<file path="src/rtl/regfile_wb_arbiter.sv">
// Register-file write-port arbiter.
// The in-order pipeline writeback always wins the single write port. A result
// from the long-latency unit waits in a one-entry buffer and is written on the
// next cycle the pipeline leaves the port free. A per-register busy scoreboard
// marks registers with an outstanding long-unit write so decode can detect
// hazards.
//
// state | meaning
// EMPTY | no long-unit result buffered, l_ready=1
// HELD  | one result buffered, waiting for a free write slot
module regfile_wb_arbiter #(
    parameter int REG_W      = 32,
    parameter int REG_ADDR_W = 5,
    parameter int REG_NUM    = 32,
    parameter int STARVE_MAX = 4
) (
    input  logic                  clk,
    input  logic                  rst,
    input  logic                  p_we,
    input  logic [REG_ADDR_W-1:0] p_waddr,
    input  logic [REG_W-1:0]      p_wdata,
    input  logic                  l_valid,
    input  logic [REG_ADDR_W-1:0] l_waddr,
    input  logic [REG_W-1:0]      l_wdata,
    output logic                  l_ready,
    input  logic                  iss_set,
    input  logic [REG_ADDR_W-1:0] iss_addr,
    input  logic [REG_ADDR_W-1:0] q_addr1,
    input  logic [REG_ADDR_W-1:0] q_addr2,
    output logic                  q_busy1,
    output logic                  q_busy2,
    output logic                  stall_req,
    output logic                  we,
    output logic [REG_ADDR_W-1:0] waddr,
    output logic [REG_W-1:0]      wdata
);

    localparam int CNT_W = $clog2(STARVE_MAX + 1);

    typedef enum logic {
        EMPTY = 1'b0,
        HELD  = 1'b1
    } buf_state_t;

    buf_state_t            state;
    buf_state_t            state_next;
    logic [REG_ADDR_W-1:0] hold_addr;
    logic [REG_W-1:0]      hold_data;
    logic [CNT_W-1:0]      wait_cnt;
    logic [REG_NUM-1:0]    busy;
    logic [REG_NUM-1:0]    busy_next;

    logic hold_valid;
    logic p_real;
    logic accept;
    logic drain;
    logic drain_clr;
    logic iss_real;

    assign hold_valid = (state == HELD);
    assign p_real     = p_we && (p_waddr != '0);
    assign accept     = l_valid && !hold_valid;
    assign drain      = hold_valid && !p_real;
    // A drained r0 result frees the buffer but never reaches the regfile.
    assign drain_clr  = drain && (hold_addr != '0);
    assign iss_real   = iss_set && (iss_addr != '0);

    // Both come from registered state only, so the controller sees no p_*/l_* loop.
    assign l_ready    = !hold_valid;
    assign stall_req  = hold_valid && (wait_cnt >= CNT_W'(STARVE_MAX));

    // Buffer state register.
    always_ff @(posedge clk) begin
        if (rst) state <= EMPTY;
        else     state <= state_next;
    end

    // Next buffer state and the write-port mux; reset forces the port idle.
    always_comb begin
        state_next = state;
        we         = 1'b0;
        waddr      = '0;
        wdata      = '0;
        case (state)
            EMPTY:   if (accept) state_next = HELD;
            HELD:    if (drain)  state_next = EMPTY;
            default: state_next = EMPTY;
        endcase
        if (!rst) begin
            if (p_real) begin
                we    = 1'b1;
                waddr = p_waddr;
                wdata = p_wdata;
            end else if (drain_clr) begin
                we    = 1'b1;
                waddr = hold_addr;
                wdata = hold_data;
            end
        end
    end

    // Held entry payload and starvation counter (saturating).
    always_ff @(posedge clk) begin
        if (rst) begin
            hold_addr <= '0;
            hold_data <= '0;
            wait_cnt  <= '0;
        end else if (accept) begin
            hold_addr <= l_waddr;
            hold_data <= l_wdata;
            wait_cnt  <= '0;
        end else if (hold_valid && p_real && (wait_cnt < CNT_W'(STARVE_MAX))) begin
            wait_cnt  <= wait_cnt + CNT_W'(1);
        end
    end

    // Scoreboard update: clear on drain, then set on issue so set wins.
    always_comb begin
        busy_next = busy;
        if (drain_clr) busy_next[hold_addr] = 1'b0;
        if (iss_real)  busy_next[iss_addr]  = 1'b1;
        busy_next[0] = 1'b0;
    end

    // Scoreboard register.
    always_ff @(posedge clk) begin
        if (rst) busy <= '0;
        else     busy <= busy_next;
    end

    // Hazard queries with same-cycle bypass of the issue set and drain clear.
    always_comb begin
        if (q_addr1 == '0)                           q_busy1 = 1'b0;
        else if (iss_real && (iss_addr == q_addr1))  q_busy1 = 1'b1;
        else if (drain_clr && (hold_addr == q_addr1)) q_busy1 = 1'b0;
        else                                         q_busy1 = busy[q_addr1];

        if (q_addr2 == '0)                           q_busy2 = 1'b0;
        else if (iss_real && (iss_addr == q_addr2))  q_busy2 = 1'b1;
        else if (drain_clr && (hold_addr == q_addr2)) q_busy2 = 1'b0;
        else                                         q_busy2 = busy[q_addr2];
    end

endmodule

</file>
<file path="config.mk">
export PLATFORM = sky130hd
export DESIGN_NAME = regfile_wb_arbiter
export DESIGN_NICKNAME = d
export VERILOG_FILES = /design/src/rtl/regfile_wb_arbiter.sv
export SDC_FILE = /design/constraint.sdc
export NUM_CORES = 1
export LEC_CHECK = 0
export CAP_MARGIN = 20
export CORE_ASPECT_RATIO = 0.75
export CORE_MARGIN = 5
export CORE_UTILIZATION = 47
export DETAILED_ROUTE_END_ITERATION = 10
export PLACE_DENSITY = 0.82
export SYNTH_ARGS = -nofsm -noshare
export SYNTH_HDL_FRONTEND = slang
export SYNTH_SLANG_ARGS = --single-unit
export TNS_END_PERCENT = 50
</file>
<file path="constraint.sdc">
create_clock -name clk -period 4.2 [get_ports clk]
set_input_delay 1.26 -clock clk [delete_from_list [all_inputs] [get_ports clk]]
set_output_delay 1.26 -clock clk [all_outputs]
set_load 0.02 [all_outputs]
</file>
=== Yosys cells after proc, flatten, opt, wreduce, memory -nomap -nowiden ===
Cells that the tools add are included.

* Logic and storage cells: 73
* Flip-flop bits (word level): 73
* Input port bits: 94
* Output and inout port bits: 42

* Mux-type cells: 28
* Eq/ne operators: 4
* Add/sub/neg operators: 1
* Reduce and logical (&&, ||, !) cells: 22
* Bitwise operators: 4
* Magnitude comparators: 8

{| class="wikitable"
|+ Operators by type and width
! kind !! count
|-
| $mux W32 || 5
|-
| $and A32 B32 Y32 || 1
|-
| $not A32 Y32 || 1
|-
| $or A32 B32 Y32 || 1
|-
| $lt A5 B6 Y1 const B || 4
|-
| $eq A5 B5 Y1 || 4
|-
| $mux W1 || 15
|-
| $mux W5 || 3
|-
| $reduce_bool A5 Y1 || 3
|-
| $logic_and A1 B1 Y1 || 14
|-
| $bmux W1 S5 || 2
|-
| $demux W1 S5 || 2
|-
| $ge A5 B1 Y1 const B || 2
|-
| $logic_not A5 Y1 || 2
|-
| $add A3 B1 Y3 const B || 1
|-
| $ge A3 B3 Y1 const B || 1
|-
| $lt A3 B3 Y1 const B || 1
|-
| $logic_not A1 Y1 || 2
|-
| $pmux W1 S2 || 1
|-
| $reduce_or A2 Y1 || 1
|-
| $not A1 Y1 || 1
|}

=== Depth between registers and ports, before layout ===
Gate-level depths: netlist of run 1.

* Word-level depth: 9
* Depth in mapped cells: 7
* Gate-level depth less buffers: 5

=== Least setup slack after synthesis of run 1 ===
No wires, ideal clock.

* Path kind: input port to output port
* From: in p_waddr[1]
* To: out wdata[0]
* Required time: 2.940 ns
* Buffers on the path: 2
* Slack: 0.283 ns
* Arrival time: 2.657 ns
* Cell stages on the path: 7
* Cells stage by stage: or2_1 > o41a_1 > buf_2 > nor2_4 > buf_4 > a22oi_1 > nor2_1

* Longest elaborated chain between the ends: 8

{| class="wikitable"
|+ RTL lines
! element !! line !! source
|-
| start: declaration || 20 || <nowiki>input logic [REG_ADDR_W-1:0] p_waddr,</nowiki>
|-
| $reduce_bool A5 Y1 (*) || 61 || <nowiki>assign p_real = p_we && (p_waddr != '0);</nowiki>
|-
| $logic_and A1 B1 Y1 (*) || 61 ||
|-
| $logic_not A1 Y1 || 63 || <nowiki>assign drain = hold_valid && !p_real;</nowiki>
|-
| $logic_and A1 B1 Y1 || 63 ||
|-
| $logic_and A1 B1 Y1 || 65 || <nowiki>assign drain_clr = drain && (hold_addr != '0);</nowiki>
|-
| $mux W32 || 94 || <nowiki>end else if (drain_clr) begin</nowiki>
|-
| $mux W32 (*) || 90 || <nowiki>if (p_real) begin</nowiki>
|-
| $mux W32 (*) || 89 || <nowiki>if (!rst) begin</nowiki>
|-
| end: declaration || 35 || <nowiki>output logic [REG_W-1:0] wdata</nowiki>
|}

Every way passes the cells marked *; elsewhere a longest branch is shown, timed or not.

=== Worst setup path after layout of run 1 ===
* From: in p_we
* To: out we

* Longest elaborated chain between the ends: 7

{| class="wikitable"
|+ RTL lines
! element !! line !! source
|-
| start: declaration || 19 || <nowiki>input logic p_we,</nowiki>
|-
| $logic_and A1 B1 Y1 (*) || 61 ||
|-
| $logic_not A1 Y1 || 63 ||
|-
| $logic_and A1 B1 Y1 || 63 ||
|-
| $logic_and A1 B1 Y1 || 65 ||
|-
| $mux W1 || 94 ||
|-
| $mux W1 (*) || 90 ||
|-
| $mux W1 (*) || 89 ||
|-
| end: declaration || 33 || <nowiki>output logic we,</nowiki>
|}

Marks and branches as above.

==> results.json, run 1 <==
{
  "numCtsBuffers": 9,
  "p_total_mw": 1.88,
  "route.detailed.drc": 0,
  "min_path_type": "register to register",
  "viasPerCell": 5.82,
  "synth_adder_area_share_pct": 0.302,
  "core_um2": 8530,
  "rows": 29,
  "whs_ns": 0.456,
  "max_slew_margin_pct": 49.1,
  "synth_edf_count": 0,
  "cp_cell_sequence": "clkdlybuf4s50_1, buf_4, o41ai_2, buf_4, buf_4, a21oi_1, dlygate4sd2_1",
  "crit_type": "primary input to output port",
  "cts_tree": "yes",
  "place_ws_ns": -0.727,
  "grt_overflow": 0,
  "cp-end-kind": "output port",
  "cts.sinks": 72,
  "rsz0062_at_grt": "true",
  "cp_slowest_cell": "clkdlybuf4s50_1",
  "grt_pass1_vias": 4696,
  "synth-simple-area-share_pct": 23.4,
  "place.gp.congestion": 1.03,
  "die_x_um": 118,
  "grt_start_max_net_pins": 53,
  "portBuffers": 135,
  "synth-seq-area-share_pct": 34.8,
  "clk-insertion-delay-late_ns": 0.33,
  "slowest_delay_ns": 0.50,
  "layout_commonest_cell": "nand2_1",
  "worstPathMaxFanout": 6,
  "post-route-util_pct": 71.6,
  "yosysWarnings": 0,
  "io_pins": 136,
  "dp_hpwl_um": 10800,
  "area_delta_synth_final_pct": 47.5,
  "antenna_left": 0,
  "arrival_ns": 2.87,
  "cts_root_buffer": "clkbuf_16",
  "syn_inst": 544,
  "fin_crit_ns": 4.13,
  "p_per_area_nw_per_um2": 308,
  "wire_per_inst_um": 19.0,
  "setup_viol": 0,
  "start_util_pct": 48.5,
  "finalMaxSlewViolations": 0,
  "final_layout_size_suffix_gt1_share_pct": 19.4,
  "status": "completed",
  "synth_xor_area_share_pct": 4.23,
  "postCtsHoldBufs": 0,
  "synth_compound_area_share_pct": 21.8,
  "ys_seq_elements": 72,
  "diodes": 0,
  "nFillCells": 666,
  "max_freq_ghz": 0.242,
  "cp.required_ns": 2.94,
  "setup_ws_ns": 0.0715,
  "cts.clk_slew.worst_paths_ns": 0.05,
  "dieHeight_um": 91.3,
  "cts.path.max_buffers": 2,
  "muxShareOfSynthArea_pct": 9.95,
  "drtIter0Drc": 362,
  "dieArea_um2": 10800,
  "crit_top_cell": "buf_4",
  "via_count": 4712,
  "layout_common_cells": "nand2_1 (120), clkdlybuf4s50_1 (83), a21oi_1 (74), dfxtp_1 (72), buf_4 (62)",
  "start_kind": "primary input",
  "async_flop_share_pct": 0,
  "synth_top_family_by_area": "simple AND/OR/NAND/NOR gates",
  "avgSynthCellArea_um2": 7.61,
  "cts_max_level": 3,
  "clock_skew_ns": 0.00609,
  "tns_ns": 0,
  "first_pass_iters": 6,
  "synth_area_um2": 4140,
  "vdd_drop_max_uv": 244,
  "grt_first_pass_wirelength_um": 24000,
  "routed_wl_um": 15400,
  "drv_cap": 0,
  "grt_use_total_pct": 27.4,
  "antenna_found_initial": 0,
  "synth_ff_type": "dfxtp_1",
  "period_share_pct": 98.3,
  "leakagePower_nw": 2.39,
  "syn-num-nets": 639,
  "worst_pin_slew_ns": 0.761,
  "nets": 791,
  "finalHoldViolCount": 0,
  "synthDistinctLibCells": 46
}
[worst paths after layout]
check / depth (start not counted) / endpoint / slack, ns / startpoint
max: 7 / we / 0.07 / p_we
min: 2 / hold_data[6]$_SDFFE_PP0P_ / 0.46 / hold_data[6]$_SDFFE_PP0P_
max reg2reg: 5 / busy[3]$_SDFF_PP0_ / 2.25 / hold_valid$_SDFF_PP0_
min reg2reg: 2 / hold_data[6]$_SDFFE_PP0P_ / 0.46 / hold_data[6]$_SDFFE_PP0P_
[cell usage after synthesis, types with 2 or more instances]
cell type	n	area [µm²]
nand2_1	120	450
a21oi_1	74	370
dfxtp_1	72	1440
nor2_1	46	173
a22oi_1	32	240
o21ai_0	31	155
clkbuf_1	29	109
mux2i_1	19	190
nand3_1	14	70.1
xnor2_1	11	96.3
nor2b_1	9	56.3
xor2_1	9	78.8
mux4_2	7	158
buf_1	6	22.5
buf_2	6	30.0
nor3_1	6	30.0
nand2b_1	5	31.3
nand3b_1	5	37.5
buf_4	4	30.0
nand4_1	4	25.0
a32oi_1	3	26.3
a21o_1	2	15.0
a31oi_1	2	12.5
and2_1	2	12.5
mux4_1	2	52.6
nor4_1	2	12.5
o2111ai_1	2	17.5
or2_2	2	12.5
[where the power goes]
| part | internal, mW | total [mW] | switching [mW] | leakage, nW |
|---|---|---|---|---|
| Sequential | 0.710 | 0.733 | 0.0233 | 0.587 |
| Combinational | 0.203 | 0.408 | 0.205 | 1.67 |
| Clock | 0.456 | 0.738 | 0.282 | 0.138 |
[routing by layer]
metal	vias to the layer above	global-route usage (%)	routed length, µm
met5	-	0	0
met1	2222	34.9	6070
met2	238	44.3	7460
met3	41	8.32	1450
li1	2211	-	-
met4	0	9.07	382
[cell families (layout without fill, tap and decap cells)]
group                    after synthesis  count (layout)
AO/OA/AOI/OAI                        152             152
XOR/XNOR                              20              20
adder cells (fa/ha/maj)                1               1
buffers and inverters                 48             205
flip-flops                            72              72
multiplexers                          29              29
AND/OR/NAND/NOR                      222             222
[metrics by stage]
step	cell area, µm²	instances
2_1_floorplan	4140	544
3_3_place_gp	5780	784
3_5_place_dp	5780	784
4_1_cts	6110	811
5_1_grt	6100	809
6_report	6100	809
[cell type report]
type | instances | area [µm²] | area share, %
Clock buffer | 10 | 229 | 3.75
Clock inverter | 6 | 60.1 | 0.984
Inverter | 1 | 3.75 | 0.0615
Multi-Input combinational cell | 424 | 2530 | 41.4
Sequential cell | 72 | 1440 | 23.6
Tap cell | 108 | 135 | 2.21
Timing Repair Buffer | 188 | 1710 | 28.0
[registers in the layout, summed over array words and instances, names as in the netlist]
register,count
wait_cnt,3
hold_valid,1
hold_data,32
hold_addr,5
busy,31
[critical path, delay by kind of cell]
family | cells | cell delay (ns)
buffers and inverters | 5 | 1.32
AOI/OAI and AO/OA | 2 | 0.29
[timing repair]
item	4_1_cts	5_1_grt
gates cloned	3	0
resized for setup	186	23
pin swaps	9	11
setup endpoints to repair	40	37
setup buffers	8	0
Note: power is estimated with default switching activity, not from simulation.
==> inputs of run 2 (changes only) <==
SETUP_SLACK_MARGIN = 0.5   (was unset)
SLEW_MARGIN = 15   (was unset)
==> results.json, run 2 (synthesis results as in run 1) <==
{
  "status": "finished, violations left",
  "violations": "negative setup slack",
  "hold_depth": 2,
  "r2r_cells": 6,
  "rsz0062_at_grt": "true",
  "portBuffers": 135,
  "start_kind": "primary input",
  "die_x_um": 118,
  "layout_common_cells": "nand2_1 (119), clkdlybuf4s50_1 (83), dfxtp_1 (72), a21oi_1 (71), buf_6 (52)",
  "min_path_type": "register to register",
  "setup_ws_ns": -0.0365,
  "cts.path.max_buffers": 2,
  "crit_type": "primary input to output port",
  "grt_pass1_vias": 5294,
  "arrival_ns": 2.98,
  "regMostFlops": "hold_data",
  "drtIter0Drc": 733,
  "numCtsBuffers": 9,
  "start_util_pct": 48.5,
  "dp_hpwl_um": 11600,
  "antenna_left": 0,
  "grt_overflow": 0,
  "nFillCells": 454,
  "cts.sinks": 72,
  "cts_root_buffer": "clkbuf_16",
  "largestRegisters": "hold_data (32), busy (31), hold_addr (5)",
  "dieHeight_um": 91.3,
  "max_slew_margin_pct": 41.7,
  "diodes": 0,
  "place.gp.congestion": 1.07,
  "largest_reg_flops": 32,
  "drv_cap": 0,
  "via_count": 5346,
  "core_um2": 8530,
  "finalMaxSlewViolations": 0,
  "p_per_area_nw_per_um2": 301,
  "route.detailed.drc": 0,
  "p_total_mw": 2.11,
  "io_pins": 136,
  "cts_max_level": 3,
  "whs_ns": 0.464,
  "cts.clk_slew.worst_paths_ns": 0.06,
  "first_pass_iters": 7,
  "wire_per_inst_um": 22.8,
  "place_ws_ns": -0.704,
  "max_freq_ghz": 0.236,
  "clk-insertion-delay-late_ns": 0.33,
  "leakagePower_nw": 2.65,
  "routed_wl_um": 19000,
  "cts_tree": "yes",
  "worst_pin_slew_ns": 0.873,
  "rows": 29,
  "multiInputGateArea_um2": 2830,
  "cp.required_ns": 2.94,
  "period_share_pct": 101,
  "setup_viol": 2,
  "grt_first_pass_wirelength_um": 28100,
  "dieArea_um2": 10800,
  "postCtsHoldBufs": 0,
  "grt_use_total_pct": 32.5,
  "vdd_drop_max_uv": 342,
  "nets": 816,
  "layout_commonest_cell": "nand2_1",
  "finalHoldViolCount": 0,
  "regArea_um2": 1440,
  "cp-end-kind": "output port",
  "clock_skew_ns": 0.00655,
  "grt_start_max_net_pins": 42,
  "viasPerCell": 6.41,
  "final_layout_size_suffix_gt1_share_pct": 31.0,
  "post-route-util_pct": 82.4,
  "fin_crit_ns": 4.24,
  "worstPathMaxFanout": 6,
  "antenna_found_initial": 0,
  "area_delta_synth_final_pct": 69.8
}
[run 2: cell type report]
| type | instances | share of cell area, % |
|---|---|---|
| multi-input combinational | 424 | 40.3 |
| timing repair buffer | 213 | 32.6 |
| sequential | 72 | 20.5 |
| clock buffer | 9 | 3.21 |
| tap | 108 | 1.92 |
| clock inverter | 7 | 1.46 |
| inverter | 1 | 0.0534 |
[run 2: through the flow]
step	instances	area [µm²]	TNS [ns]
3_3_place_gp	790	6050	-20.08
2_1_floorplan	544	4360	0
6_report	834	7030	-0.0370
3_5_place_dp	790	6050	-21.48
5_1_grt	834	7030	-0.233
4_1_cts	830	6930	-0.0139
[run 2: path summary, 6_finish.rpt]
check                                                 from                          to  slack (ns)
worst min-delay path            hold_data[23]$_SDFFE_PP0P_  hold_data[23]$_SDFFE_PP0P_        0.46
worst max-delay path                            p_waddr[2]                   wdata[11]       -0.04
worst min register to register  hold_data[23]$_SDFFE_PP0P_  hold_data[23]$_SDFFE_PP0P_        0.46
worst max register to register       hold_valid$_SDFF_PP0_   hold_data[4]$_SDFFE_PP0P_        2.06
[run 2: repair_timing]
| item | CTS | global route |
|---|---|---|
| pin swaps | 55 | 24 |
| resized for setup | 307 | 10 |
| cloned | 6 | 1 |
| setup buffers | 18 | 3 |
| endpoints found under the setup margin | 40 | 40 |
[run 2: routing by layer]
layer	track usage (%)	up-vias	part of all wire (%)
met5	0	-	0
met4	14.6	0	4.9
met3	9.88	100	11
met2	53.7	422	47
met1	39.3	2554	37
li1	-	2270	-
[run 2: critical path, cell delays in order]
cell	delay (ns)
buf_6	0.10
or2_1	0.24
o41a_1	0.42
nor2_4	0.22
buf_6	0.15
buf_12	0.10
buf_12	0.12
buf_6	0.09
a22oi_2	0.06
nor2_4	0.09
buf_6	0.12
[run 2: power breakdown]
group	total, mW	leakage, nW	switching, mW	internal [mW]
Sequential	0.733	0.587	0.0243	0.709
Clock	0.859	0.157	0.332	0.527
Combinational	0.522	1.90	0.257	0.264
